==> src/rtl/cfg_param_pkg.sv <==
// Shared types and default values for the configuration-parameter responder.
// Field order, op encoding and defaults are fixed here and used by every block.
package cfg_param_pkg;

    localparam int CFG_DW      = 16;
    localparam int CFG_NFIELD  = 4;

    typedef enum logic [1:0] {
        OP_WRITE         = 2'd0,
        OP_READ          = 2'd1,
        OP_RESTORE_FIELD = 2'd2,
        OP_RESTORE_ALL   = 2'd3
    } cfg_op_e;

    typedef enum logic [1:0] {
        F_WIDTH = 2'd0,
        F_W     = 2'd1,
        F_ID    = 2'd2,
        F_S     = 2'd3
    } cfg_field_e;

    typedef enum logic [1:0] {
        S_IDLE = 2'd0,
        S_WALK = 2'd1,
        S_RESP = 2'd2
    } state_e;

    // Indexed by cfg_field_e: WIDTH, W, ID, S
    localparam logic [CFG_DW-1:0] DEF_VAL [CFG_NFIELD] = '{16'd32, 16'd8, 16'd0, 16'd24};

    function automatic logic [CFG_DW-1:0] default_of(input logic [1:0] field);
        return DEF_VAL[field];
    endfunction

endpackage

==> src/rtl/cfg_field_bank.sv <==
// Parameter registers of one instance: a write port and a restore-to-default port.
// Restore wins when both target the same field in the same cycle.
module cfg_field_bank
    import cfg_param_pkg::*;
#(
    parameter int NUM_FIELD = 4,
    parameter int DW        = 16
) (
    input  logic                    clk,
    input  logic                    rst_n,
    input  logic                    wr_en,
    input  logic [1:0]              wr_field,
    input  logic [DW-1:0]           wr_data,
    input  logic                    rs_en,
    input  logic [1:0]              rs_field,
    output logic [NUM_FIELD*DW-1:0] values
);

    always_ff @(posedge clk) begin
        if (!rst_n) begin
            for (int f = 0; f < NUM_FIELD; f++) begin
                values[f*DW +: DW] <= DW'(default_of(2'(f)));
            end
        end else begin
            for (int f = 0; f < NUM_FIELD; f++) begin
                if (rs_en && rs_field == 2'(f)) begin
                    values[f*DW +: DW] <= DW'(default_of(2'(f)));
                end else if (wr_en && wr_field == 2'(f)) begin
                    values[f*DW +: DW] <= wr_data;
                end
            end
        end
    end

endmodule

==> src/rtl/cfg_param_responder.sv <==
// Runtime parameter-table responder: single-outstanding request/response bus
// serving write, read, restore-field and restore-all over NUM_INST field banks.
module cfg_param_responder
    import cfg_param_pkg::*;
#(
    parameter int NUM_INST  = 4,
    parameter int NUM_FIELD = 4,
    parameter int DW        = 16
) (
    input  logic                             clk,
    input  logic                             rst_n,
    input  logic                             req_valid,
    output logic                             req_ready,
    input  logic [1:0]                       req_op,
    input  logic [3:0]                       req_inst,
    input  logic [1:0]                       req_field,
    input  logic [DW-1:0]                    req_wdata,
    output logic                             rsp_valid,
    input  logic                             rsp_ready,
    output logic [DW-1:0]                    rsp_rdata,
    output logic                             rsp_err,
    output logic [NUM_INST*NUM_FIELD*DW-1:0] cfg_table,
    output logic [1:0]                       dbg_state
);

    localparam logic [1:0] ST_IDLE = S_IDLE;
    localparam logic [1:0] ST_WALK = S_WALK;
    localparam logic [1:0] ST_RESP = S_RESP;

    // Handshake: a request transfers on an edge where req_valid & req_ready;
    // a response transfers on an edge where rsp_valid & rsp_ready. Each side
    // holds its payload stable while its valid is high and not yet taken.

    logic [1:0]          state;
    logic [1:0]          walk_cnt;
    logic [3:0]          lat_inst;
    logic [DW-1:0]       rsp_rdata_q;
    logic                rsp_err_q;
    logic                accept;
    logic                inst_err;
    logic [DW-1:0]       rd_val;
    logic [NUM_INST-1:0] wr_en;
    logic [NUM_INST-1:0] rs_en;
    logic [1:0]          rs_field;

    assign req_ready = rst_n && (state == ST_IDLE);
    assign accept    = req_valid && req_ready;
    assign inst_err  = (32'(req_inst) >= NUM_INST);
    assign rsp_valid = (state == ST_RESP);
    assign rsp_rdata = rsp_rdata_q;
    assign rsp_err   = rsp_err_q;
    assign dbg_state = state;
    assign rs_field  = (state == ST_WALK) ? walk_cnt : req_field;

    // Immediate ops land on the accept edge; the walk restores one field per cycle.
    always_comb begin
        wr_en  = '0;
        rs_en  = '0;
        rd_val = '0;
        for (int i = 0; i < NUM_INST; i++) begin
            wr_en[i] = accept && !inst_err && req_op == OP_WRITE && req_inst == 4'(i);
            rs_en[i] = (accept && !inst_err && req_op == OP_RESTORE_FIELD && req_inst == 4'(i))
                    || (state == ST_WALK && lat_inst == 4'(i));
            for (int f = 0; f < NUM_FIELD; f++) begin
                if (req_inst == 4'(i) && req_field == 2'(f)) begin
                    rd_val = cfg_table[(i*NUM_FIELD+f)*DW +: DW];
                end
            end
        end
    end

    for (genvar gi = 0; gi < NUM_INST; gi++) begin : g_bank
        cfg_field_bank #(
            .NUM_FIELD (NUM_FIELD),
            .DW        (DW)
        ) u_bank (
            .clk      (clk),
            .rst_n    (rst_n),
            .wr_en    (wr_en[gi]),
            .wr_field (req_field),
            .wr_data  (req_wdata),
            .rs_en    (rs_en[gi]),
            .rs_field (rs_field),
            .values   (cfg_table[gi*NUM_FIELD*DW +: NUM_FIELD*DW])
        );
    end

    always_ff @(posedge clk) begin
        if (!rst_n) begin
            state       <= ST_IDLE;
            walk_cnt    <= 2'd0;
            lat_inst    <= 4'd0;
            rsp_rdata_q <= '0;
            rsp_err_q   <= 1'b0;
        end else begin
            case (state)
                ST_IDLE: begin
                    if (accept) begin
                        lat_inst  <= req_inst;
                        walk_cnt  <= 2'd0;
                        rsp_err_q <= inst_err;
                        state     <= ST_RESP;
                        if (inst_err) begin
                            rsp_rdata_q <= '0;
                        end else begin
                            case (req_op)
                                OP_WRITE:         rsp_rdata_q <= req_wdata;
                                OP_READ:          rsp_rdata_q <= rd_val;
                                OP_RESTORE_FIELD: rsp_rdata_q <= DW'(default_of(req_field));
                                default: begin
                                    rsp_rdata_q <= '0;
                                    state       <= ST_WALK;
                                end
                            endcase
                        end
                    end
                end
                ST_WALK: begin
                    walk_cnt <= walk_cnt + 2'd1;
                    if (walk_cnt == 2'(NUM_FIELD-1)) begin
                        state <= ST_RESP;
                    end
                end
                ST_RESP: begin
                    if (rsp_ready) begin
                        state <= ST_IDLE;
                    end
                end
                default: state <= ST_IDLE;
            endcase
        end
    end

endmodule

==> config.mk <==
export PLATFORM = sky130hd
export DESIGN_NAME = cfg_param_responder
export DESIGN_NICKNAME = d
export VERILOG_FILES = /design/src/rtl/cfg_param_pkg.sv /design/src/rtl/cfg_field_bank.sv /design/src/rtl/cfg_param_responder.sv
export SDC_FILE = /design/constraint.sdc
export NUM_CORES = 1
export LEC_CHECK = 0
export BUFFER_PORTS_ARGS = -buffer_cell sky130_fd_sc_hd__buf_2
export CORE_ASPECT_RATIO = 1.2
export CORE_MARGIN = 2
export CORE_UTILIZATION = 54
export CTS_CLUSTER_SIZE = 40
export DETAILED_ROUTE_END_ITERATION = 8
export PLACE_DENSITY = 0.8
export SYNTH_ARGS = -nofsm -noshare
export SYNTH_HDL_FRONTEND = slang
export SYNTH_HIERARCHICAL = 1
export SYNTH_SLANG_ARGS = --single-unit
==> constraint.sdc <==
create_clock -name clk -period 3.01 [get_ports clk]
set_clock_uncertainty 0.15 [all_clocks]
set_input_delay 0.602 -clock clk [delete_from_list [all_inputs] [get_ports clk]]
set_output_delay 0.602 -clock clk [all_outputs]
set_load 0.01 [all_outputs]
==> impl_metrics.json <==
{
  "holdBufCountCts": 0,
  "syn_area_um2": 13000,
  "grt_util_all_layers_pct": 43.3,
  "netlist_instances": 1687,
  "cts-buffers-inserted": 29,
  "synthArstFlopShare_pct": 0,
  "hold_path_class": "input port to flip-flop",
  "routed_wl_um": 57400,
  "critPathBufInv": 2,
  "io_buffers": 304,
  "clock_path_buffers": 3,
  "die_w_um": 146,
  "peakVddDrop_mv": 0.419,
  "overflow": 0,
  "min_path_cells": 3,
  "period_needed_ns": 2.62,
  "die_y_um": 174,
  "yosys.area.top_type": "dfxtp_1",
  "cap_violations": 0,
  "start_util_pct": 54.8,
  "fmaxAchievable_mhz": 382,
  "nNetsFinal": 2063,
  "syn_nets": 1716,
  "synth_area_leaders": "dfxtp_1 (43%), nand2_1 (16%), a21oi_1 (11%), mux2i_1 (2.1%), buf_2 (2.0%)",
  "cpMaxStageDelayCell": "dfxtp_1",
  "setup_viol": 0,
  "synth_top_flop_cell": "dfxtp_1",
  "synth_edf_count": 0,
  "crit_path_end_kind": "flip-flop",
  "synth_top_area_share_pct": 43.1,
  "dp.cells": 2323,
  "rrSetupSlack_ns": 0.39,
  "yosysWarningCount": 6,
  "slew_viol_final": 0,
  "num_rows": 62,
  "ios": 305,
  "coreArea_um2": 23800,
  "reg2reg_from": "dbg_state[1]",
  "wl_per_cell_um": 24.2,
  "holdWs_ns": 0.200,
  "power.density_nw_per_um2": 487,
  "diodes": 0,
  "path_delay_family": "simple AND/OR/NAND/NOR gates",
  "areaGrowthSynthToFinish_pct": 24.6,
  "drt_iter0_markers": 1595,
  "grt_pass1_vias": 14000,
  "synth_seq_cells": 281,
  "pre_cts_slack_ns": 0.133,
  "drc_errors": 0,
  "period_share_pct": 87.0,
  "crit_chain": "nand4bb_1 > nor2_4 > nand2_1 > nor3_1 > buf_4 > or3b_1 > buf_4 > nand2_1 > a21oi_1",
  "vias": 15000,
  "worstPathArrival_ns": 2.90,
  "avgSynthCellArea_um2": 7.73,
  "yosysUniqueCellTypes": 80,
  "dieArea_um2": 25400,
  "hpwl_um": 42400,
  "grt_pass1_wl_um": 84800,
  "stdcell_count": 2375,
  "cts_setup_buffers": 0,
  "crit_type": "flip-flop to flip-flop",
  "cts_sinks": 281,
  "firstDrtPassIters": 6,
  "drive_above_1_share_pct": 25.4,
  "setup_ws_ns": 0.391,
  "slew_headroom_pct": 56.6,
  "rsz0062_at_grt": "false",
  "synth-seq-area-share_pct": 43.1,
  "worst_slew_pin_slew_ns": 0.650,
  "cts_resized": 0,
  "status": "complete, no violations",
  "power_leakage_nw": 6.68,
  "max_stage_delay_ns": 0.39,
  "ant_nets": 0,
  "cts_htree_levels": 1,
  "routed_via_density": 6.30,
  "cts_tree": "yes",
  "fin_setup_tns_ns": 0,
  "fin_util_pct": 68.2,
  "antenna_found_initial": 1,
  "required_ns": 3.30,
  "rr_endpoint": "g_bank[0].u_bank/values[14]",
  "min_to": "dbg_state[1]",
  "clk_pin_slew_worst_paths_ns": 0.06,
  "grt_max_degree": 40,
  "final-hold-violation-count": 0,
  "path_max_fanout": 16,
  "clk_latency_ns": 0.56,
  "gp_congestion": 1.02,
  "r2r_cells": 9,
  "cts-root-buf": "clkbuf_16",
  "min_from": "rsp_ready",
  "cp-start-kind": "flip-flop"
}
report_power, final:
part / total, mW / internal (mW) / leakage [nW] / switching, mW
registers: 3.74 / 3.73 / 2.26 / 0.00850
clock network: 3.62 / 2.06 / 0.458 / 1.57
logic: 0.546 / 0.148 / 3.96 / 0.398
cell usage in the layout, fill, tap and decap left out, drive strengths merged, types with 6 or more instances in the layout:
| master | synthesis | final |
|---|---|---|
| a211oi | 6 | 6 |
| a21oi | 285 | 285 |
| a221o | 6 | 6 |
| a221oi | 13 | 13 |
| a222oi | 8 | 8 |
| a22o | 6 | 6 |
| a22oi | 29 | 29 |
| and3b | 8 | 8 |
| buf | 90 | 435 |
| clkbuf | 29 | 35 |
| clkinv | 0 | 9 |
| dfxtp | 281 | 281 |
| inv | 8 | 10 |
| mux2i | 28 | 28 |
| nand2 | 574 | 574 |
| nand2b | 13 | 13 |
| nand3 | 25 | 25 |
| nand3b | 18 | 18 |
| nand4 | 17 | 17 |
| nor2 | 49 | 49 |
| nor3 | 19 | 19 |
| o21ai | 54 | 54 |
| o221ai | 8 | 8 |
| o22ai | 12 | 12 |
| o2bb2ai | 12 | 12 |
state kept, by name, indices dropped and copies added (netlist names):
register / flops
rsp_err: 1
dbg_state: 2
rsp_rdata: 16
g_bank.u_bank/values: 256
lat_inst: 4
walk_cnt: 2
how the worst max path moves through the flow:
stage	start	to	slack, ns	cells after the start
after global routing	dbg_state[0]	g_bank[0].u_bank/values[10]	0.29	9
after CTS	dbg_state[0]	g_bank[0].u_bank/values[12]	0.48	9
after floorplan	req_inst[3]	g_bank[0].u_bank/values[37]	0.23	10
after detailed placement	req_inst[2]	g_bank[0].u_bank/values[12]	0.13	10
final	dbg_state[1]	g_bank[0].u_bank/values[14]	0.39	9
after global placement	req_inst[2]	rsp_rdata[15]	0.12	9
per-stage QoR:
step	total power [mW]	area [µm²]
2_1_floorplan	4.07	13000
3_3_place_gp	4.34	15300
3_5_place_dp	4.34	15300
4_1_cts	7.87	16200
5_1_grt	8.05	16200
6_report	7.91	16200
layer usage:
metal	share of wire (%)	vias to the layer above	global-route usage, %
li1	-	6579	-
met1	37	6967	54.3
met2	45	1157	69.4
met3	12	250	8.82
met4	6.1	2	24.4
met5	0.021	-	0
cell families after synthesis:
family | after synthesis | synth area share (%)
adder cells (fa/ha/maj) | 1 | 0.0959
buffers and inverters | 127 | 5.72
AO/OA/AOI/OAI | 483 | 22.1
flip-flops | 281 | 43.1
AND/OR/NAND/NOR | 762 | 26.3
multiplexers | 33 | 2.67
cell type report:
class | instances | area, µm²
clock buffers | 35 | 758
fillers | 2065 | 7570
flip-flops and latches | 281 | 5630
clock inverters | 17 | 179
repair buffers | 435 | 2580
inverters | 8 | 30.0
well taps | 320 | 400
multi-input cells | 1279 | 6670
synth_stat cells (5+ instances only):
library cell / instances
a221o_1: 6
o21ai_1: 17
nand4_1: 17
nor2_2: 5
mux2i_1: 28
a211oi_1: 6
o22ai_1: 12
nand2_1: 568
a222oi_1: 8
a22o_1: 6
nand3_1: 25
buf_2: 53
nand3b_1: 18
nand2b_1: 11
and3b_1: 8
o2bb2ai_1: 12
and3_1: 5
o21ai_0: 37
nor2b_1: 5
a221oi_1: 13
nor2_1: 42
a21oi_1: 285
o221ai_1: 8
clkbuf_1: 17
clkbuf_2: 12
inv_1: 6
buf_6: 16
dfxtp_1: 281
nor3_1: 12
nand2_2: 6
buf_4: 18
a31oi_1: 5
a22oi_1: 29
o31ai_1: 5
worst min-delay path: stages:
cell     delay (ns)
buf_2          0.07
nor2b_1        0.04
o21a_1         0.15
Note: power is estimated with default switching activity, not from simulation.
